**config.mk**
```make
export PLATFORM = sky130hd
export DESIGN_NAME = fruit_launcher
export DESIGN_NICKNAME = d
export VERILOG_FILES = /design/src/rtl/fruit_launcher.sv
export SDC_FILE = /design/constraint.sdc
export NUM_CORES = 1
export LEC_CHECK = 0
export ABC_AREA = 1
export CAP_MARGIN = 20
export CELL_PAD_IN_SITES_DETAIL_PLACEMENT = 1
export CELL_PAD_IN_SITES_GLOBAL_PLACEMENT = 1
export CORE_UTILIZATION = 25
export CTS_CLUSTER_DIAMETER = 50
export CTS_CLUSTER_SIZE = 30
export DETAILED_ROUTE_END_ITERATION = 10
export HOLD_SLACK_MARGIN = 0.03
export PLACE_DENSITY = 0.64
export SLEW_MARGIN = 10
export SYNTH_ARGS = -nofsm -noshare
export SYNTH_HDL_FRONTEND = slang
export SYNTH_SLANG_ARGS = --single-unit
```
**constraint.sdc**
```tcl
create_clock -name sysck -period 2.6 [get_ports sysck]
set_clock_uncertainty 0.1 [all_clocks]
set_input_delay 0.26 -clock sysck [delete_from_list [all_inputs] [get_ports sysck]]
set_output_delay 0.26 -clock sysck [all_outputs]
set_load 0.1 [all_outputs]
```
**src/rtl/fruit_launcher.sv**
```systemverilog
// Launch scheduler: round-robin slot pick, LFSR-drawn column/angle, one-cycle
// launch pulse per fruit, act handshake with timeout, randomised frame gap.

// Per-slot launch parameter holder. Values only move on a load for this slot,
// so a generator always samples stable data around its launch edge.
module fruit_slot (
  input  logic       sysck,
  input  logic       clr,
  input  logic       ld,
  input  logic [4:0] xin_d,
  input  logic [4:0] theta_d,
  output logic [4:0] xin,
  output logic [4:0] theta
);
  // Hold column/angle; clear with the scheduler, load on accept.
  always_ff @(posedge sysck) begin
    if (clr) begin
      xin   <= '0;
      theta <= '0;
    end else if (ld) begin
      xin   <= xin_d;
      theta <= theta_d;
    end
  end
endmodule

module fruit_launcher #(
  parameter int          NUM_SLOTS   = 4,
  parameter int          GAP_TICKS   = 60,
  parameter int          JITTER_BITS = 5,
  parameter int          THETA_MIN   = 4,
  parameter int          THETA_MAX   = 28,
  parameter int          ACK_CYCLES  = 8,
  parameter logic [15:0] SEED        = 16'hACE1
) (
  input  logic                   sysck,
  input  logic                   reset,
  input  logic                   on,
  input  logic                   coordck,
  input  logic [NUM_SLOTS-1:0]   act,
  output logic [NUM_SLOTS-1:0]   launch,
  output logic [5*NUM_SLOTS-1:0] xin_o,
  output logic [5*NUM_SLOTS-1:0] theta_o,
  output logic [15:0]            launch_cnt,
  output logic [7:0]             miss_cnt,
  output logic                   busy
);
  localparam int TW = (NUM_SLOTS > 1) ? $clog2(NUM_SLOTS) : 1;
  localparam int AW = (ACK_CYCLES > 0) ? $clog2(ACK_CYCLES + 1) : 1;
  localparam int GW = 11;
  localparam logic [7:0] JMASK = 8'((1 << JITTER_BITS) - 1);
  localparam logic [4:0] TMIN  = 5'(THETA_MIN);
  localparam logic [4:0] TMAX  = 5'(THETA_MAX);
  localparam logic [4:0] TMID  = 5'((THETA_MIN + THETA_MAX) >> 1);

  typedef enum logic [2:0] {IDLE, GAP, PICK, LOAD, FIRE, WAIT_ACT} state_t;

  state_t              state, state_n;
  logic                clr;
  logic [15:0]         lfsr;
  logic                fb;
  logic                prev_ck, tick;
  logic [GW-1:0]       gap_cnt;
  logic [TW-1:0]       rr_ptr, target, pick;
  logic                found;
  logic [1:0]          retry;
  logic [AW-1:0]       ack_cnt;
  logic [4:0]          cand, theta_sel;
  logic                cand_ok, accept;
  logic [NUM_SLOTS-1:0] launch_n, ld_vec;
  logic [NUM_SLOTS-1:0][4:0] xin_q, theta_q;

  // Game off behaves exactly like reset.
  assign clr     = reset | ~on;
  assign fb      = lfsr[0] ^ lfsr[2] ^ lfsr[3] ^ lfsr[5];
  assign tick    = coordck & ~prev_ck;
  assign cand    = lfsr[9:5];
  assign cand_ok = (cand >= TMIN) && (cand <= TMAX);
  assign busy    = (state != IDLE);
  assign xin_o   = xin_q;
  assign theta_o = theta_q;

  // Round-robin search for a free slot, starting just after the last launched one.
  always_comb begin
    logic [TW-1:0] jj;
    found = 1'b0;
    pick  = rr_ptr;
    jj    = '0;
    for (int i = 1; i <= NUM_SLOTS; i++) begin
      jj = TW'((int'(rr_ptr) + i) % NUM_SLOTS);
      if (!found && !act[jj]) begin
        found = 1'b1;
        pick  = jj;
      end
    end
  end

  // Next state, angle acceptance and the launch pulse to be registered.
  always_comb begin
    state_n   = state;
    accept    = 1'b0;
    theta_sel = cand;
    launch_n  = '0;
    ld_vec    = '0;
    case (state)
      IDLE:     state_n = GAP;
      GAP:      if (gap_cnt == '0) state_n = PICK;
      PICK:     if (found) state_n = LOAD;
      LOAD: begin
        if (cand_ok) begin
          accept = 1'b1;
        end else if (retry == 2'd3) begin
          // Fourth bad draw: fall back to the middle of the legal range.
          accept    = 1'b1;
          theta_sel = TMID;
        end
        if (accept) begin
          state_n        = FIRE;
          ld_vec[target] = 1'b1;
        end
      end
      FIRE:     state_n = WAIT_ACT;
      WAIT_ACT: if (act[target] || ack_cnt == '0) state_n = IDLE;
      default:  state_n = IDLE;
    endcase
    if (state_n == FIRE) launch_n[target] = 1'b1;
  end

  // State register.
  always_ff @(posedge sysck) begin
    if (clr) state <= IDLE;
    else     state <= state_n;
  end

  // Datapath: LFSR, edge detect, counters, registered launch pulse.
  always_ff @(posedge sysck) begin
    if (clr) begin
      lfsr       <= SEED;
      prev_ck    <= 1'b0;
      rr_ptr     <= TW'(NUM_SLOTS - 1);
      target     <= '0;
      gap_cnt    <= '0;
      retry      <= '0;
      ack_cnt    <= '0;
      launch     <= '0;
      launch_cnt <= '0;
      miss_cnt   <= '0;
    end else begin
      lfsr    <= {fb, lfsr[15:1]};
      prev_ck <= coordck;
      launch  <= launch_n;
      case (state)
        IDLE: gap_cnt <= GW'(GAP_TICKS) + GW'(lfsr[7:0] & JMASK);
        GAP:  if (gap_cnt != '0 && tick) gap_cnt <= gap_cnt - 1'b1;
        PICK: begin
          target <= pick;
          retry  <= '0;
        end
        LOAD: if (!accept) retry <= retry + 1'b1;
        FIRE: begin
          rr_ptr  <= target;
          ack_cnt <= AW'(ACK_CYCLES);
          if (launch_cnt != '1) launch_cnt <= launch_cnt + 1'b1;
        end
        WAIT_ACT: begin
          if (!act[target]) begin
            if (ack_cnt == '0) begin
              if (miss_cnt != '1) miss_cnt <= miss_cnt + 1'b1;
            end else begin
              ack_cnt <= ack_cnt - 1'b1;
            end
          end
        end
        default: ;
      endcase
    end
  end

  for (genvar k = 0; k < NUM_SLOTS; k++) begin : g_slot
    fruit_slot u_slot (
      .sysck   (sysck),
      .clr     (clr),
      .ld      (ld_vec[k]),
      .xin_d   (lfsr[4:0]),
      .theta_d (theta_sel),
      .xin     (xin_q[k]),
      .theta   (theta_q[k])
    );
  end
endmodule
```
==> results.tsv <==
stage	metric	value	unit
detailed_routing	drt_iter0_markers	147	
global_routing	grt_pass1_vias	4581	
clocking	post_cts_buffers	0	
power	ir_drop	0.264	mV
final_layout	layout_commonest_cell	nand2_1	
detailed_routing	drc	0	
clocking	cts_tree	done	
clocking	clock-root-buffer	clkbuf_16	
sta	finalWorstSetupSlack	455	ps
detailed_routing	antenna_left	0	
run_status	status	finished clean	
synthesis	synth_compound_area_share	12.2	%
synthesis	synth-seq-area-share	44.0	%
final_layout	multiInputGateArea	2410	um^2
global_routing	grt.overflow.total	0	
power	power.density	548	nW/um^2
placement	placed_area	5900	um^2
detailed_routing	drtPass1Iterations	4	
final_layout	drive_gt1_share	14.3	%
synthesis	synthMuxAreaShare	0	%
global_routing	gr-usage-met3	2.72	%
run	timing.max_cap.violations	0	
setup_path	worstPathArrival	2340	ps
synthesis	avgSynthCellArea	7.02	um^2
setup_path	endpoint_kind	flip-flop	
clocking	cts_buffers	9	
global_routing	grt_max_degree	54	
global_routing	grt_use_total	14.6	%
die	die_area	20400	um^2
die	io_pins	77	
placement	gp_congestion	0.771	
final_layout	final_nets	799	
clocking	cts_resized	0	
sta	slew_headroom	61.8	%
sta	period_minus_slack	2150	ps
global_routing	busiest_layer	met2	
setup_path	path_class	flip-flop to flip-flop	
final_layout	fillers	2462	
die	fp.dieW	143	um
die	core_area	19500	um^2
die	rows	51	
placement	pre_cts_slack	344	ps
clocking	h-tree-depth	3	
detailed_routing	routed_via_density	4.52	
synthesis	synthSimpleGateAreaFrac	30.8	%
placement	hpwl	10600	um
die	die_h	143	um
synthesis	yosys_warnings	0	
synthesis	synth_top_family_by_area	simple AND/OR/NAND/NOR gates	
global_routing	grt_util_met1	18.9	%
sta	timing.final.crit_share	82.5	%
final_layout	area_growth	25.4	%
synthesis	synthXorXnorAreaFrac	3.53	%
synthesis	syn-num-nets	723	
die	start_util	25.5	%
global_routing	antenna_found_initial	0	
setup_path	worstSetupStartpointType	flip-flop	
power	leakage	2.48	nW
synthesis	synthCells	707	
placement	dp_cells	1037	
setup_path	crit_required	2800	ps
sta	hold_ws	311	ps
detailed_routing	routed-via-count	4764	
final_layout	stdcell_count	1053	
sta	rsz0062_at_grt	false	
setup_path	critPathMaxFanout	13	
detailed_routing	totalWireLength	14500	um
global_routing	grt.met2_usage	24.8	%
sta	tightest_slew	569	ps
placement	io_buffers	76	
sta	setup_viol	0	
final_layout	seqCellArea	2180	um^2
sta	finalHoldViolCount	0	
clocking	clockBufferDepth	2	
clocking	clk_latency	360	ps
final_layout	diodes	0	
sta	timing.fmax	0.466	GHz
synthesis	synth_cell_types	28	
sta	slew_violations	0	
synthesis	syn_area	4960	um^2
clocking	clock-sinks	109	
worst_hold_path	hp-class	flip-flop to flip-flop	
sta	tns	0	ps
final_layout	stdcell_area	6220	um^2
final_layout	final_cell_mix	164 x nand2_1, 107 x dfxtp_1, 82 x nor2_1	
clocking	clk_pin_slew	80	ps
clocking	ctsHoldBuffers	0	
synthesis	synth_seq_cells	109	
detailed_routing	wire_per_inst	13.8	um
global_routing	grt_pass1_wl	23400	um
synthesis	synthAdderAreaFrac	2.02	%
## report_power, final
part	leakage (nW)	internal [W]	total [W]	switching, W
combinational	1.44	0.0000787	0.000236	0.000157
clock	0.155	0.000702	0.00146	0.000762
sequential	0.883	0.00169	0.00171	0.0000193
total	2.48	0.00247	0.00341	0.000938
## worst max-delay path, cell delays in order, from the launching register on
cell and delay, ps:
dfxtp_2 380, ha_1 230, nand3_1 130, nor3_1 270, nand3_1 110, nand2_1 260
inv_1 290, nand3_1 140, nand2_1 60, a21oi_1 100
## stage by stage
step                      util, %  power (W)
after floorplan                 -    0.00191
after global placement       30.3    0.00199
after CTS                    32.0    0.00347
after detailed placement     30.3    0.00199
final                        32.0    0.00341
after global routing         32.0    0.00357
## registers in the layout (all words and copies together) (netlist names)
signal               cells
launch                   4
g_slot.u_slot.xin       20
lfsr                    16
miss_cnt                 8
state                    3
target                   2
ack_cnt                  4
prev_ck                  1
launch_cnt              16
gap_cnt                 11
retry                    2
rr_ptr                   2
g_slot.u_slot.theta     20
## synth_stat cells (all sizes together)
| cell type | count | area (um^2) |
|---|---|---|
| nor3 | 18 | 101 |
| a21oi | 73 | 377 |
| ha | 8 | 100 |
| nand4 | 12 | 75.1 |
| nand2 | 164 | 616 |
| inv | 72 | 270 |
| or2 | 6 | 37.5 |
| xnor2 | 7 | 61.3 |
| xor2 | 13 | 114 |
| o211a | 1 | 10.0 |
| buf | 6 | 30.0 |
| o21ai | 28 | 140 |
| a211oi | 2 | 15.0 |
| clkbuf | 18 | 67.6 |
| dfxtp | 109 | 2180 |
| nor2 | 84 | 318 |
| a31oi | 5 | 31.3 |
| clkinv | 1 | 3.75 |
| o211ai | 2 | 15.0 |
| nand3 | 75 | 375 |
| and3 | 1 | 6.26 |
| o21a | 1 | 7.51 |
| o31ai | 1 | 7.51 |
## per-layer routing
metal / share of wire (%) / vias to the layer above
met2: 48 / 56
met4: 0.91 / 0
li1: - / 2452
met1: 48 / 2242
met5: 0 / -
met3: 2.5 / 14
## cells by family after synthesis
| family | count (synthesis) |
|---|---|
| and+or+nand+nor | 360 |
| adders and majority gates | 8 |
| DFF | 109 |
| buffers and inverters | 97 |
| xor gates and xnor gates | 20 |
| AOI/OAI and AO/OA | 113 |
## worst paths after layout
check                                   start       endpoint  slack, ps  cells past startpoint
worst max-delay path            launch_cnt[0]  launch_cnt[6]        450                      9
worst max register to register  launch_cnt[0]  launch_cnt[6]        450                      9
worst min register to register       lfsr[11]       lfsr[10]        310                      1
worst min-delay path                 lfsr[11]       lfsr[10]        310                      1
## cell type report
type | count | share of cell area, %
Clock buffer | 9 | 3.62
Tap cell | 265 | 5.33
Clock inverter | 7 | 1.55
Timing Repair Buffer | 89 | 11.2
Sequential cell | 109 | 35.1
Multi-Input combinational cell | 501 | 38.7
Inverter | 73 | 4.41
No activity file was read; power rests on OpenSTA's default activity.
